===== config.mk =====
export PLATFORM = sky130hd
export DESIGN_NAME = clos_lo_rx
export DESIGN_NICKNAME = d
export VERILOG_FILES = /design/src/rtl/clos_lo_rx.sv
export SDC_FILE = /design/constraint.sdc
export NUM_CORES = 1
export LEC_CHECK = 0
export CORE_MARGIN = 2
export CORE_UTILIZATION = 40
export DETAILED_ROUTE_END_ITERATION = 10
export DONT_BUFFER_PORTS = 1
export GPL_ROUTABILITY_DRIVEN = 0
export HOLD_SLACK_MARGIN = 0.06
export SLEW_MARGIN = 0
export SYNTH_ARGS = -nofsm -noshare
export SYNTH_HDL_FRONTEND = slang
export SYNTH_SLANG_ARGS = --single-unit
export TNS_END_PERCENT = 20

===== constraint.sdc =====
create_clock -name clk -period 6.05 [get_ports clk]
set_input_delay 0.9075 -clock clk [delete_from_list [all_inputs] [get_ports clk]]
set_output_delay 0.9075 -clock clk [all_outputs]
set_load 0.01 [all_outputs]

===== src/rtl/clos_lo_rx.sv =====
// clos_lo_rx: SDM-Clos output-port receiver; decodes 1-of-4 four-phase sub-channels into a flit FIFO.
// Define RX_SYNC_EN to pass di0..di4 through 2-flop synchronizers (adds 2 cycles to ack set/release).
module clos_lo_rx #(
    parameter int DW  = 8,
    parameter int SCN = DW / 2,
    parameter int FD  = 4,
    parameter int AW  = $clog2(FD)
) (
    input  logic          clk,
    input  logic          rst_n,
    input  logic [SCN-1:0] di0,
    input  logic [SCN-1:0] di1,
    input  logic [SCN-1:0] di2,
    input  logic [SCN-1:0] di3,
    input  logic          di4,
    output logic          dia,
    output logic          dia4,
    output logic [DW-1:0] dout,
    output logic          deof,
    output logic          dvalid,
    input  logic          drdy,
    output logic [AW:0]   count,
    output logic          err
);
    typedef enum logic {IDLE, ACK} state_t;
    state_t state, nxt;
    logic [SCN-1:0] r0, r1, r2, r3;
    logic r4;
`ifdef RX_SYNC_EN
    logic [4*SCN:0] s1, s2;
    always_ff @(posedge clk or negedge rst_n) begin
        if (!rst_n) begin
            s1 <= '0;
            s2 <= '0;
        end else begin
            s1 <= {di4, di3, di2, di1, di0};
            s2 <= s1;
        end
    end
    assign {r4, r3, r2, r1, r0} = s2;
`else
    assign {r4, r3, r2, r1, r0} = {di4, di3, di2, di1, di0};
`endif
    logic [2:0] n;
    logic complete, illegal, nul, full, push, pop, set_err, eofl;
    logic [DW-1:0] word;
    logic [DW:0] mem [FD];
    logic [AW-1:0] wptr, rptr;
    // Per sub-channel rail count: exactly one -> valid digit, more than one -> protocol error
    always_comb begin
        complete = 1'b1;
        illegal = 1'b0;
        word = '0;
        n = '0;
        for (int k = 0; k < SCN; k++) begin
            n = {2'b0, r0[k]} + {2'b0, r1[k]} + {2'b0, r2[k]} + {2'b0, r3[k]};
            complete = complete & (n == 3'd1);
            illegal = illegal | (n > 3'd1);
            word[2*k +: 2] = {r2[k] | r3[k], r1[k] | r3[k]};
        end
    end
    assign nul = ~|{r0, r1, r2, r3, r4};
    assign full = count == (AW+1)'(FD);
    assign dvalid = count != '0;
    assign pop = dvalid & drdy;
    assign dout = mem[rptr][DW-1:0];
    assign deof = mem[rptr][DW];
    assign dia = state == ACK;
    assign dia4 = dia & eofl;
    always_comb begin
        nxt = state;
        push = 1'b0;
        set_err = 1'b0;
        if (state == IDLE) begin
            set_err = illegal;
            push = complete & ~full;
            nxt = push ? ACK : IDLE;
        end else begin
            nxt = nul ? IDLE : ACK;
        end
    end
    always_ff @(posedge clk or negedge rst_n) begin
        if (!rst_n) begin
            state <= IDLE;
            err <= 1'b0;
            eofl <= 1'b0;
            count <= '0;
            wptr <= '0;
            rptr <= '0;
            for (int i = 0; i < FD; i++) mem[i] <= '0;
        end else begin
            state <= nxt;
            err <= err | set_err;
            count <= count + (AW+1)'(push) - (AW+1)'(pop);
            if (push) begin
                mem[wptr] <= {r4, word};
                wptr <= wptr + 1'b1;
                eofl <= r4;
            end
            if (pop) rptr <= rptr + 1'b1;
        end
    end
endmodule


* Word level (Yosys, flattened, before mapping)
Cells that the tools add are included.
** Storage, ports and cells
- Register bits after elaboration :: 46
- Input bits :: 20
- Output and inout bits :: 16
- Word-level logic and storage cells :: 73
** Cells by class
- Add/sub/neg operators :: 16
- Order comparisons :: 7
- Equal/unequal tests :: 5
- Muxes and demuxes :: 11
- Bitwise logic cells :: 21
- Reduce and logical (&&, ||, !) cells :: 3
** Operators by type and width (number)
- bitwise mux 36 bit :: 1
- two-way mux 9 bit :: 3
- binary-select mux 9 bit (select 2 bit) :: 1
- demux 9 bit (select 2 bit) :: 1
- OR reduction 17 bit :: 1
- adder 3 x 1 -> 3 bit :: 5
- adder 2 x 1 -> 3 bit :: 4
- == test 3 x 1 -> 1 bit, second input constant :: 4
- greater-than comparator 3 x 1 -> 1 bit, second input constant :: 4
- OR 1 bit :: 12
- adder 1 x 1 -> 2 bit :: 4
- bitwise AND 1 bit :: 6
- greater-or-equal comparator 3 bit, second input constant :: 2
- inverter 2 -> 3 bit :: 2
- two-way mux 1 bit :: 5
- adder 2 x 1 -> 2 bit, second input constant :: 2
- == test 3 bit, second input constant :: 1
- less-than comparator 3 x 1 -> 1 bit, second input constant :: 1
- nonzero test 3 bit :: 1
- subtractor 3 x 1 -> 3 bit :: 1
- logical AND 1 bit :: 1
- inverter 1 bit :: 1

* Longest topological paths before layout
Gate-level depths: netlist of run 1.
- Depth in word-level cells :: 11
- Mapped depth :: 17
- Depth with buffers taken out :: 16

* Least setup slack after synthesis of run 1
Ideal clock, no wire load.
- Kind :: input to register
- From :: input di0[1]
- To :: register count[2]
- Arrival :: 4.071 ns
- Required time :: 5.921 ns
- Setup slack :: 1.850 ns
- Stages :: 16
- Buffers on the path :: 0
- Cells stage by stage :: inv_1 > fa_1 > inv_1 > ha_1 > inv_1 > ha_1 > or4b_4 > a21oi_4 > nand2_2 > ha_1 > inv_1 > ha_1 > inv_1 > fa_1 > xnor2_1 > xnor2_1
** On the way
- Longest elaborated chain between the ends :: 11
** Ends and longest elaborated chain
- start, declared :: line 11 : input logic [SCN-1:0] di0,
- adder 1 x 1 -> 2 bit :: line 56 : n = {2'b0, r0[k]} + {2'b0, r1[k]} + {2'b0, r2[k]} + {2'b0, r3[k]};
- adder 2 x 1 -> 3 bit :: line 56
- adder 3 x 1 -> 3 bit :: line 56
- == test 3 x 1 -> 1 bit :: line 57 : complete = complete & (n == 3'd1);
- bitwise AND 1 bit (3 in a row) :: line 57
- bitwise AND 1 bit :: line 76 : push = complete & ~full;
- two-way mux 1 bit :: line 74 : if (state == IDLE) begin
- adder 3 x 1 -> 3 bit :: line 94 : count <= count + (AW+1)'(push) - (AW+1)'(pop);
- subtractor 3 x 1 -> 3 bit :: line 94
- end signal, assigned :: line 94
- end, declared :: line 22 : output logic [AW:0] count,
No other way between the ends.
A chain may end at the register's enable or synchronous reset.

* Final worst setup path of run 1
Same ends and word-level chain as after synthesis.

==> metrics.cfg, run 1 <==
[cells_and_area]
layout.nets = 238
drive_gt1_share_pct = 33.85
num-fill-cells = 603
final_core_util_pct = 43.83
stdcell_count = 272
area_growth_pct = 7.741
diodes = 0

[pwr]
switching_share_pct = 30.96
combPwrFrac_pct = 21.0
power.switching_mw = 0.2566
power_frac_seq_pct = 51.3
peakVddDrop_mv = 0.1432
p_per_area_nw_per_um2 = 301.3
p_leak_nw = 1.371
p_int_mw = 0.5723
clkPwrFrac_pct = 27.6

[job]
cap_viol_max_count = 0

[setup_path]
critPathMaxFanout = 5
start_kind = input pin
timing.rr.start = dia
crit_required_ps = 6230
crit_arrival_ps = 4160
reg2reg_depth = 10
r2r-end = count[2]
r2r_setup_slack_ps = 3280
end_kind = register
critPathKind = input pin to register

[logic_synthesis]
ys_seq_area_share_pct = 45.08
ys_ff_latch = 46
yosysWarningCount = 0
synth.distinct_cells = 31
mappedNetlistNets = 234
synth_area_per_cell_um2 = 13.44
synth.cell_area_um2 = 2554
synthCells = 190

[timing]
finalSetupViolCount = 0
fmax_mhz = 251.2
fin_crit_ps = 3980
setup_slack_ps = 2070
rsz0062_at_grt = no
max_slew.worst_pin.slew_ps = 682.0
slew_headroom_pct = 54.53
slew_viol_final = 0
fin_crit_sh_pct = 65.79
tns_ps = 0
finalHoldViolations = 0
skew_ps = 8.834

[place]
port_buffers = 0
place_ws_ps = 1718
dpl.hpwl_um = 3495
place_inst = 264

[cts]
cts_max_level = 2
cts_resized = 0
cts_made_buffers = 5
clock-sinks = 46
cts_root_buf = clkbuf_8
insertion_delay_ps = 300
clk_pin_slew_ps = 90
postCtsHoldBufs = 0
clockBufferDepth = 2
cts_setup_buffers = 0
cts_tree = yes

[floorplan]
die_area_um2 = 7039
die_h_um = 83.90
die_width_um = 83.90
initial_utilization_pct = 40.68
fp-row-count = 29
design.portCount = 36
core_area_um2 = 6277

[global_route]
grt-ovfl-total = 0
grt_pass1_vias = 1555
grt_antenna_before_repair = 0
grt_usage_pct = 14.81
grt_pass1_wl_um = 7983
grt_max_degree = 47

[worst_hold_path]
hp-class = input pin to asynchronous set/reset pin

[drt]
wl_per_cell_um = 17.26
vias = 1434
wirelength_um = 4696
route.detailed.drc = 0
drt_iter0_markers = 68
detail-route-antenna-nets = 0
firstDrtPassIters = 3
viasPerCell = 5.272

[status]
outcome = finished clean

-- cells in the final DEF, fill, tap and decap left out --
cell type / netlist / routed
fa_1: 5 / 5
clkinvlp_4: 0 / 2
or2_2: 4 / 4
and2_1: 2 / 2
nand3_4: 4 / 4
or3_1: 1 / 1
nor4bb_1: 1 / 1
o41ai_1: 1 / 1
clkbuf_8: 0 / 5
a21oi_4: 1 / 1
nor2_1: 3 / 3
xnor2_1: 4 / 4
or4b_4: 1 / 1
nor4_1: 2 / 2
a21oi_1: 1 / 1
dfrtp_1: 46 / 46
o2111ai_1: 1 / 1
inv_1: 29 / 29
o21ai_0: 1 / 1
bufinv_16: 0 / 1
nand3_1: 1 / 1
mux2_2: 38 / 38
o21bai_1: 1 / 1
nand2_1: 7 / 7
and3_1: 1 / 1
nor3b_1: 1 / 1
nor3_1: 1 / 1
nand2_2: 1 / 1
ha_1: 19 / 19
mux4_2: 9 / 9
xor2_1: 1 / 1
-- per-stage QoR --
stage               power [mW]  instance area (um^2)  hold slack, ps
floorplan               0.5697                  2554           470.4
global placement        0.6100                  2638           484.5
detailed placement      0.6143                  2638           486.8
CTS                     0.8452                  2751           277.5
global route            0.8851                  2751           271.0
finish                  0.8289                  2751           290.9
-- worst max-delay path by stage --
stage / start / end / cells past startpoint
6_report: di0[1] / count[2] / 16
5_1_grt: di0[0] / count[2] / 16
4_1_cts: di0[1] / count[2] / 16
2_1_floorplan: di0[1] / count[2] / 16
3_3_place_gp: di0[1] / count[2] / 16
3_5_place_dp: di0[1] / count[2] / 16
-- sequential cells by signal, summed over array words and instances (netlist names) --
register / cells
rptr: 2
eofl: 1
count: 3
mem: 36
wptr: 2
dia: 1
err: 1
-- synth_stat cells, drive strengths merged --
library cell	number	area, um^2
or4b	1	13.76
o21bai	1	7.510
fa	5	100.1
nor3b	1	7.510
and3	1	6.260
or2	4	25.02
dfrtp	46	1151
mux2	38	427.9
mux4	9	202.7
nand3	5	75.07
nor3	1	5.000
or3	1	6.260
clkbuf	1	3.750
o41ai	1	8.760
ha	19	237.7
nand2	8	32.54
xor2	1	8.760
a21oi	2	21.27
nor4	2	12.51
buf	2	8.750
xnor2	4	35.03
o2111ai	1	8.760
o21ai	1	5.000
nor2	3	11.26
inv	29	108.9
and2	2	12.51
nor4bb	1	10.01
-- area by class of cell --
type                            instances  area [um^2]  share of cell area, %
Multi-Input combinational cell        112         1281                  46.57
Sequential cell                        46         1151                  41.84
Inverter                               29        108.9                  3.956
Tap cell                               77        96.34                  3.502
Clock buffer                            5        68.82                  2.501
Clock inverter                          3        45.04                  1.637
-- layer usage --
metal	global-route usage (%)	vias up	share of wire [%]
met3	4.352	7	5.4
li1	-	662	-
met1	19.28	733	45
met5	0	-	0
met2	23.85	32	48
met4	4.839	0	1.6
-- power groups by stage --
stage,Sequential [mW],Combinational (mW),Clock [mW]
after floorplan,0.388,0.182,0
after global placement,0.436,0.174,0
after detailed placement,0.437,0.178,0
after CTS,0.430,0.178,0.237
after global routing,0.437,0.198,0.250
final,0.426,0.174,0.229
-- cells by family after synthesis --
logic type	share of synthesized area [%]
AOI/OAI and AO/OA	2.009
and+or+nand+nor	8.525
buffers and inverters	4.752
adders and majority gates	13.23
xor gates and xnor gates	1.715
DFF	45.08
muxes	24.69
-- worst max-delay path: stages --
cell	delay, ps
inv_1	30
fa_1	520
inv_1	40
ha_1	180
inv_1	60
ha_1	210
or4b_4	540
a21oi_4	310
nand2_2	160
ha_1	320
inv_1	50
ha_1	120
inv_1	50
fa_1	370
xnor2_1	150
xnor2_1	130
No activity file was read; power rests on OpenSTA's default activity.
==> run 2: changes to the inputs <==
==> constraint.sdc (replaced) <==
create_clock -name clk -period 3.65 [get_ports clk]
set_input_delay 0.5475 -clock clk [delete_from_list [all_inputs] [get_ports clk]]
set_output_delay 0.5475 -clock clk [all_outputs]
set_load 0.01 [all_outputs]
==> run 2 against run 1 <==
Effect of this change:
- first-iteration DRC count is 35% lower
- via count grew 0.63%
- sequential share of layout area is 1.4 points lower
==> metrics.cfg, run 2 (same netlist as run 1, synthesis figures left out) <==
[global_route]
grt_pass1_vias = 1570  ; was 1,555
grt_max_degree = 47  ; unchanged
grt_pass1_wl_um = 8231  ; was 7983 um
grt_antenna_before_repair = 0  ; unchanged
grt_usage_pct = 15.31  ; was 14.81%
grt-ovfl-total = 0  ; unchanged

[setup_path]
path_delay_family = adder cells  ; unchanged
critPathKind = input pin to register  ; unchanged
crit_required_ps = 3840  ; was 6230 ps
max_stage_delay_ps = 530  ; was 540 ps
crit_path_cell_trace = inv_8 -> fa_1 -> inv_1 -> ha_2 -> inv_1 -> ha_1 -> or4b_4 -> a21oi_4 -> nand2_4 -> ha_4 -> inv_2 -> ha_4 -> inv_2 -> fa_2 -> xnor2_2 -> xnor2_1  ; was inv_1 -> fa_1 -> inv_1 -> ha_1 -> inv_1 -> ha_1 -> or4b_4 -> a21oi_4 -> nand2_2 -> ha_1 -> inv_1 -> ha_1 -> inv_1 -> fa_1 -> xnor2_1 -> xnor2_1
start_kind = input pin  ; unchanged
cpMaxStageDelayCell = or4b_4  ; unchanged
crit_start = di3[1]  ; was di0[1]
crit_buf_inv = 5  ; unchanged
critPathMaxFanout = 5  ; unchanged
end_kind = register  ; unchanged
timing.rr.start = dia  ; unchanged
crit_arrival_ps = 3420  ; was 4160 ps

[floorplan]
core_area_um2 = 6277  ; unchanged
fp-row-count = 29  ; unchanged
die_area_um2 = 7039  ; unchanged
initial_utilization_pct = 40.68  ; unchanged
die_h_um = 83.90  ; unchanged
design.portCount = 36  ; unchanged
die_width_um = 83.90  ; unchanged

[cells_and_area]
num-fill-cells = 601  ; was 603
reg_top3 = mem x36, count x3  ; unchanged
layout_commonest_cell = dfrtp_1  ; unchanged
stdcell_count = 275  ; was 272
regMostFlops = mem  ; unchanged
regArea_um2 = 1151  ; unchanged
largest_reg_flops = 36  ; unchanged
area_growth_pct = 11.37  ; was 7.741%
multi_input_area_um2 = 1324  ; was 1281 um^2
final_cell_mix = 46 x dfrtp_1, 38 x mux2_2, 25 x inv_1  ; was 46 x dfrtp_1, 38 x mux2_2, 29 x inv_1
stdcell_area_um2 = 2844  ; was 2751 um^2
drive_gt1_share_pct = 39.39  ; was 33.85%
diodes = 0  ; unchanged
layout.nets = 241  ; was 238
final_core_util_pct = 45.31  ; was 43.83%

[place]
port_buffers = 0  ; unchanged
dpl.hpwl_um = 3546  ; was 3495 um
place_ws_ps = 79.11  ; was 1718 ps
place_inst = 266  ; was 264
placed_area_um2 = 2703  ; was 2638 um^2

[status]
outcome = finished clean  ; unchanged

[pwr]
combPwrFrac_pct = 23.1  ; was 21.0%
p_int_mw = 0.9725  ; was 0.5723 mW
switching_share_pct = 31.77  ; was 30.96%
total_power_mw = 1.425  ; was 0.8289 mW
clkPwrFrac_pct = 27.0  ; was 27.6%
p_leak_nw = 1.410  ; was 1.371 nW
p_per_area_nw_per_um2 = 501.2  ; was 301.3 nW/um^2
power.switching_mw = 0.4528  ; was 0.2566 mW
power_frac_seq_pct = 50.0  ; was 51.3%
peakVddDrop_mv = 0.2493  ; was 0.1432 mV

[cts]
insertion_delay_ps = 300  ; about the same
cts_resized = 0  ; unchanged
clock-sinks = 46  ; unchanged
cts_root_buf = clkbuf_8  ; unchanged
cts_max_level = 2  ; unchanged
clk_pin_slew_ps = 90  ; about the same
cts_made_buffers = 5  ; unchanged
clockBufferDepth = 2  ; unchanged
cts_setup_buffers = 0  ; unchanged
cts_tree = yes  ; unchanged

[timing]
setup_slack_ps = 421.4  ; was 2070 ps
skew_ps = 2.476  ; was 8.834 ps
rsz0062_at_grt = no  ; unchanged
slew_viol_final = 0  ; unchanged
finalHoldViolations = 0  ; unchanged
fin_crit_ps = 3229
whs_ps = 83.80  ; was 290.9 ps
fmax_mhz = 309.7
max_slew.worst_pin.slew_ps = 689.3  ; was 682.0 ps
fin_crit_sh_pct = 88.45
finalSetupViolCount = 0  ; unchanged
slew_headroom_pct = 54.05  ; was 54.53%
tns_ps = 0  ; unchanged

[drt]
wirelength_um = 4850  ; was 4696 um
viasPerCell = 5.247  ; was 5.272
route.detailed.drc = 0  ; unchanged
detail-route-antenna-nets = 0  ; unchanged
firstDrtPassIters = 4  ; was 3
drt_iter0_markers = 44  ; was 68
vias = 1443  ; was 1,434
wl_per_cell_um = 17.64  ; was 17.26 um

[job]
cap_viol_max_count = 0  ; unchanged

[worst_hold_path]
hp-class = input pin to asynchronous set/reset pin  ; unchanged

run 2: cell types whose count changed in the layout (fill, tap and decap cells not counted), sizes merged:
cell / previous run / this run
buf: 0 / 3
run 2: what timing repair did:
action	in CTS	in global routing
hold buffers	1	0
endpoints found under the setup margin	0	0
hold endpoints to repair	46	0
run 2: layer usage:
metal,GRT usage (%),routed length [um]
met1,21.03,2275
met2,24.29,2329
met3,3.363,173
met4,4.839,70
met5,0,0
run 2: power groups by stage:
stage / Combinational [mW] / Clock, mW / Sequential (mW)
3_3_place_gp: 0.316 / 0 / 0.728
4_1_cts: 0.337 / 0.395 / 0.718
2_1_floorplan: 0.325 / 0 / 0.648
6_report: 0.329 / 0.384 / 0.712
5_1_grt: 0.376 / 0.414 / 0.733
3_5_place_dp: 0.322 / 0 / 0.729
run 2: area by class of cell:
cell class	count	area share (%)
timing repair buffer	3	1.496
multi-input combinational	112	46.55
clock buffer	5	2.420
clock inverter	3	1.584
tap	77	3.388
inverter	29	4.092
sequential	46	40.47
run 2: path summary, 6_finish.rpt:
path	depth (start not counted)	endpoint	slack, ps
worst min register to register	1	mem[24]	510
max in group asynchronous	1	eofl	3360
worst max-delay path	16	count[2]	420
min in group clk	1	eofl	390
worst max register to register	10	count[2]	1220
worst min-delay path	1	mem[9]	80
==> run 3: changes to the inputs <==
--- a/config.mk
+++ b/config.mk
@@ -11,6 +11,7 @@
 export DONT_BUFFER_PORTS = 1
 export GPL_ROUTABILITY_DRIVEN = 0
 export HOLD_SLACK_MARGIN = 0.06
+export REMOVE_ABC_BUFFERS = 1
 export SLEW_MARGIN = 0
 export SYNTH_ARGS = -nofsm -noshare
 export SYNTH_HDL_FRONTEND = slang
==> run 3 against run 2 <==
Effect of this change:
- worst setup slack lost 110 ps
- final area shrank 2.3%
- total power shrank 6.9%
- critical path type unchanged
- die area is the same
- sequential cell count is the same
- critical endpoint unchanged
- core utilization shrank 1.0 points
- worst hold slack gained 8.1 ps
- routed wire length shrank 4.7%
- clock power shrank 17%
- count of clock-buffer cells in the layout grew 2
==> metrics.cfg, run 3 (same netlist as run 1, synthesis figures left out) <==
[status]
outcome = finished clean  ; unchanged

[timing]
finalHoldViolations = 0  ; unchanged
fin_crit_ps = 3338  ; was 3229 ps
tns_ps = 0  ; unchanged
finalSetupViolCount = 0  ; unchanged
slew_headroom_pct = 54.34  ; was 54.05%
fin_crit_sh_pct = 91.44  ; was 88.45%
slew_viol_final = 0  ; unchanged
fmax_mhz = 299.6  ; was 309.7 MHz
setup_slack_ps = 312.3  ; was 421.4 ps
max_slew.worst_pin.slew_ps = 684.9  ; was 689.3 ps
skew_ps = 6.665  ; was 2.476 ps
rsz0062_at_grt = no  ; unchanged

[setup_path]
cpMostUsedCell = inv_1
critPathKind = input pin to register  ; unchanged
crit_path_cell_trace = inv_1 -> fa_1 -> inv_1 -> ha_1 -> inv_1 -> ha_1 -> or4b_4 -> a21oi_4 -> nand2_2 -> ha_1 -> inv_1 -> ha_1 -> inv_1 -> fa_1 -> xnor2_1 -> xnor2_1  ; was inv_8 -> fa_1 -> inv_1 -> ha_2 -> inv_1 -> ha_1 -> or4b_4 -> a21oi_4 -> nand2_4 -> ha_4 -> inv_2 -> ha_4 -> inv_2 -> fa_2 -> xnor2_2 -> xnor2_1
crit_required_ps = 3830  ; was 3840 ps
critPathMaxFanout = 2  ; was 5
timing.rr.start = dia  ; unchanged
max_stage_delay_ps = 540  ; was 530 ps
crit_arrival_ps = 3520  ; was 3420 ps
crit_start = di0[1]  ; was di3[1]
cpMaxStageDelayCell = or4b_4  ; unchanged
end_kind = register  ; unchanged
start_kind = input pin  ; unchanged

[floorplan]
die_width_um = 83.90  ; unchanged
core_area_um2 = 6277  ; unchanged
die_h_um = 83.90  ; unchanged
die_area_um2 = 7039  ; unchanged
design.portCount = 36  ; unchanged
fp-row-count = 29  ; unchanged
initial_utilization_pct = 40.68  ; unchanged

[cts]
cts_resized = 0  ; unchanged
cts_made_buffers = 5  ; unchanged
insertion_delay_ps = 290  ; was 300 ps
clockBufferDepth = 2  ; unchanged
clk_pin_slew_ps = 80  ; was 90 ps
clock-sinks = 46  ; unchanged
cts_setup_buffers = 0  ; unchanged
cts_root_buf = clkbuf_8  ; unchanged
cts_max_level = 2  ; unchanged
cts_tree = yes  ; unchanged

[global_route]
grt_antenna_before_repair = 0  ; unchanged
grt-ovfl-total = 0  ; unchanged
grt_usage_pct = 14.61  ; was 15.31%
grt_pass1_wl_um = 7921  ; was 8231 um
grt_pass1_vias = 1557  ; was 1,570
grt_max_degree = 47  ; unchanged

[cells_and_area]
diodes = 0  ; unchanged
largest_reg_flops = 36  ; unchanged
layout.nets = 242  ; was 241
reg_top3 = mem x36, count x3  ; unchanged
drive_gt1_share_pct = 34.67  ; was 39.39%
regMostFlops = mem  ; unchanged
num-fill-cells = 588  ; was 601
layout_commonest_cell = dfrtp_1  ; unchanged
final_cell_mix = 46 x dfrtp_1, 38 x mux2_2, 29 x inv_1  ; was 46 x dfrtp_1, 38 x mux2_2, 25 x inv_1
area_growth_pct = 8.819  ; was 11.37%

[worst_hold_path]
hp-class = input pin to asynchronous set/reset pin  ; unchanged

[place]
dpl.hpwl_um = 3473  ; was 3546 um
port_buffers = 0  ; unchanged
place_ws_ps = -40.18  ; was 79.11 ps

[job]
cap_viol_max_count = 0  ; unchanged

[drt]
drt_iter0_markers = 77  ; was 44
viasPerCell = 5.018  ; was 5.247
firstDrtPassIters = 4  ; unchanged
detail-route-antenna-nets = 0  ; unchanged
route.detailed.drc = 0  ; unchanged
wl_per_cell_um = 16.74  ; was 17.64 um
vias = 1385  ; was 1,443
wirelength_um = 4620  ; was 4850 um

[pwr]
p_per_area_nw_per_um2 = 477.3  ; was 501.2 nW/um^2
p_leak_nw = 1.397  ; was 1.410 nW
peakVddDrop_mv = 0.2862  ; was 0.2493 mV

[run 3: cell count changes in the layout (fill, tap and decap cells not counted), sizes merged]
cell / change
clkinvlp: -2
buf: +1
bufinv: -1
clkinv: +1
clkbuf: +2
[run 3: where the power goes]
| group | switching (mW) | leakage (nW) | internal, mW |
|---|---|---|---|
| combinational | 0.130 | 0.726 | 0.173 |
| sequential | 0.127 | 0.623 | 0.578 |
| clock | 0.165 | 0.0482 | 0.153 |
| total | 0.422 | 1.40 | 0.904 |
[run 3: worst max-delay path, delay by kind of cell]
kind	cells	cell delay [ps]
simple gates	2	610
buf+inv	5	240
compound gates	1	140
xor+xnor	2	280
fa+ha+maj	6	1710
[run 3: routing by layer]
layer  vias up  track usage (%)  share of wire (%)
met2        28            23.49                 48
li1        664                -                  -
met3         4            3.561                3.4
met4         0            3.959               0.95
met1       689            19.86                 47
met5         -                0                  0
[run 3: final cells by class]
type / instances / area (um^2) / area share (%)
multi-input combinational: 112 / 1281 / 46.11
timing repair buffer: 4 / 50.05 / 1.801
inverter: 29 / 108.9 / 3.917
clock buffer: 7 / 86.33 / 3.107
tap: 77 / 96.34 / 3.467
sequential: 46 / 1151 / 41.42
clock inverter: 1 / 5.005 / 0.1801
[run 3: path summary, 6_finish.rpt]
check	slack (ps)	depth (start not counted)	to
setup / recovery	310	16	count[2]
hold / removal	90	1	rptr[0]
setup reg to reg	1170	10	count[2]
hold reg to reg	510	1	mem[5]
max in group asynchronous	3350	1	mem[33]
min in group clk	400	1	eofl
[run 3: through the flow]
| stage | hold slack, ps | area (um^2) | cells | power (mW) | util [%] |
|---|---|---|---|---|---|
| 5_1_grt | 98.54 | 2779 | 276 | 1.425 | 44.27 |
| 3_3_place_gp | 254.0 | 2660 | 267 | 1.011 | 42.38 |
| 6_report | 91.94 | 2779 | 276 | 1.326 | 44.27 |
| 3_5_place_dp | 253.8 | 2660 | 267 | 1.021 | 42.38 |
| 2_1_floorplan | 251.9 | 2541 | 187 | 0.9361 | - |
| 4_1_cts | 95.19 | 2779 | 276 | 1.355 | 44.27 |
[run 3: what timing repair did]
item	in CTS	in global routing
setup endpoints to repair	0	0
hold buffers	1	0
hold endpoints to repair	46	0
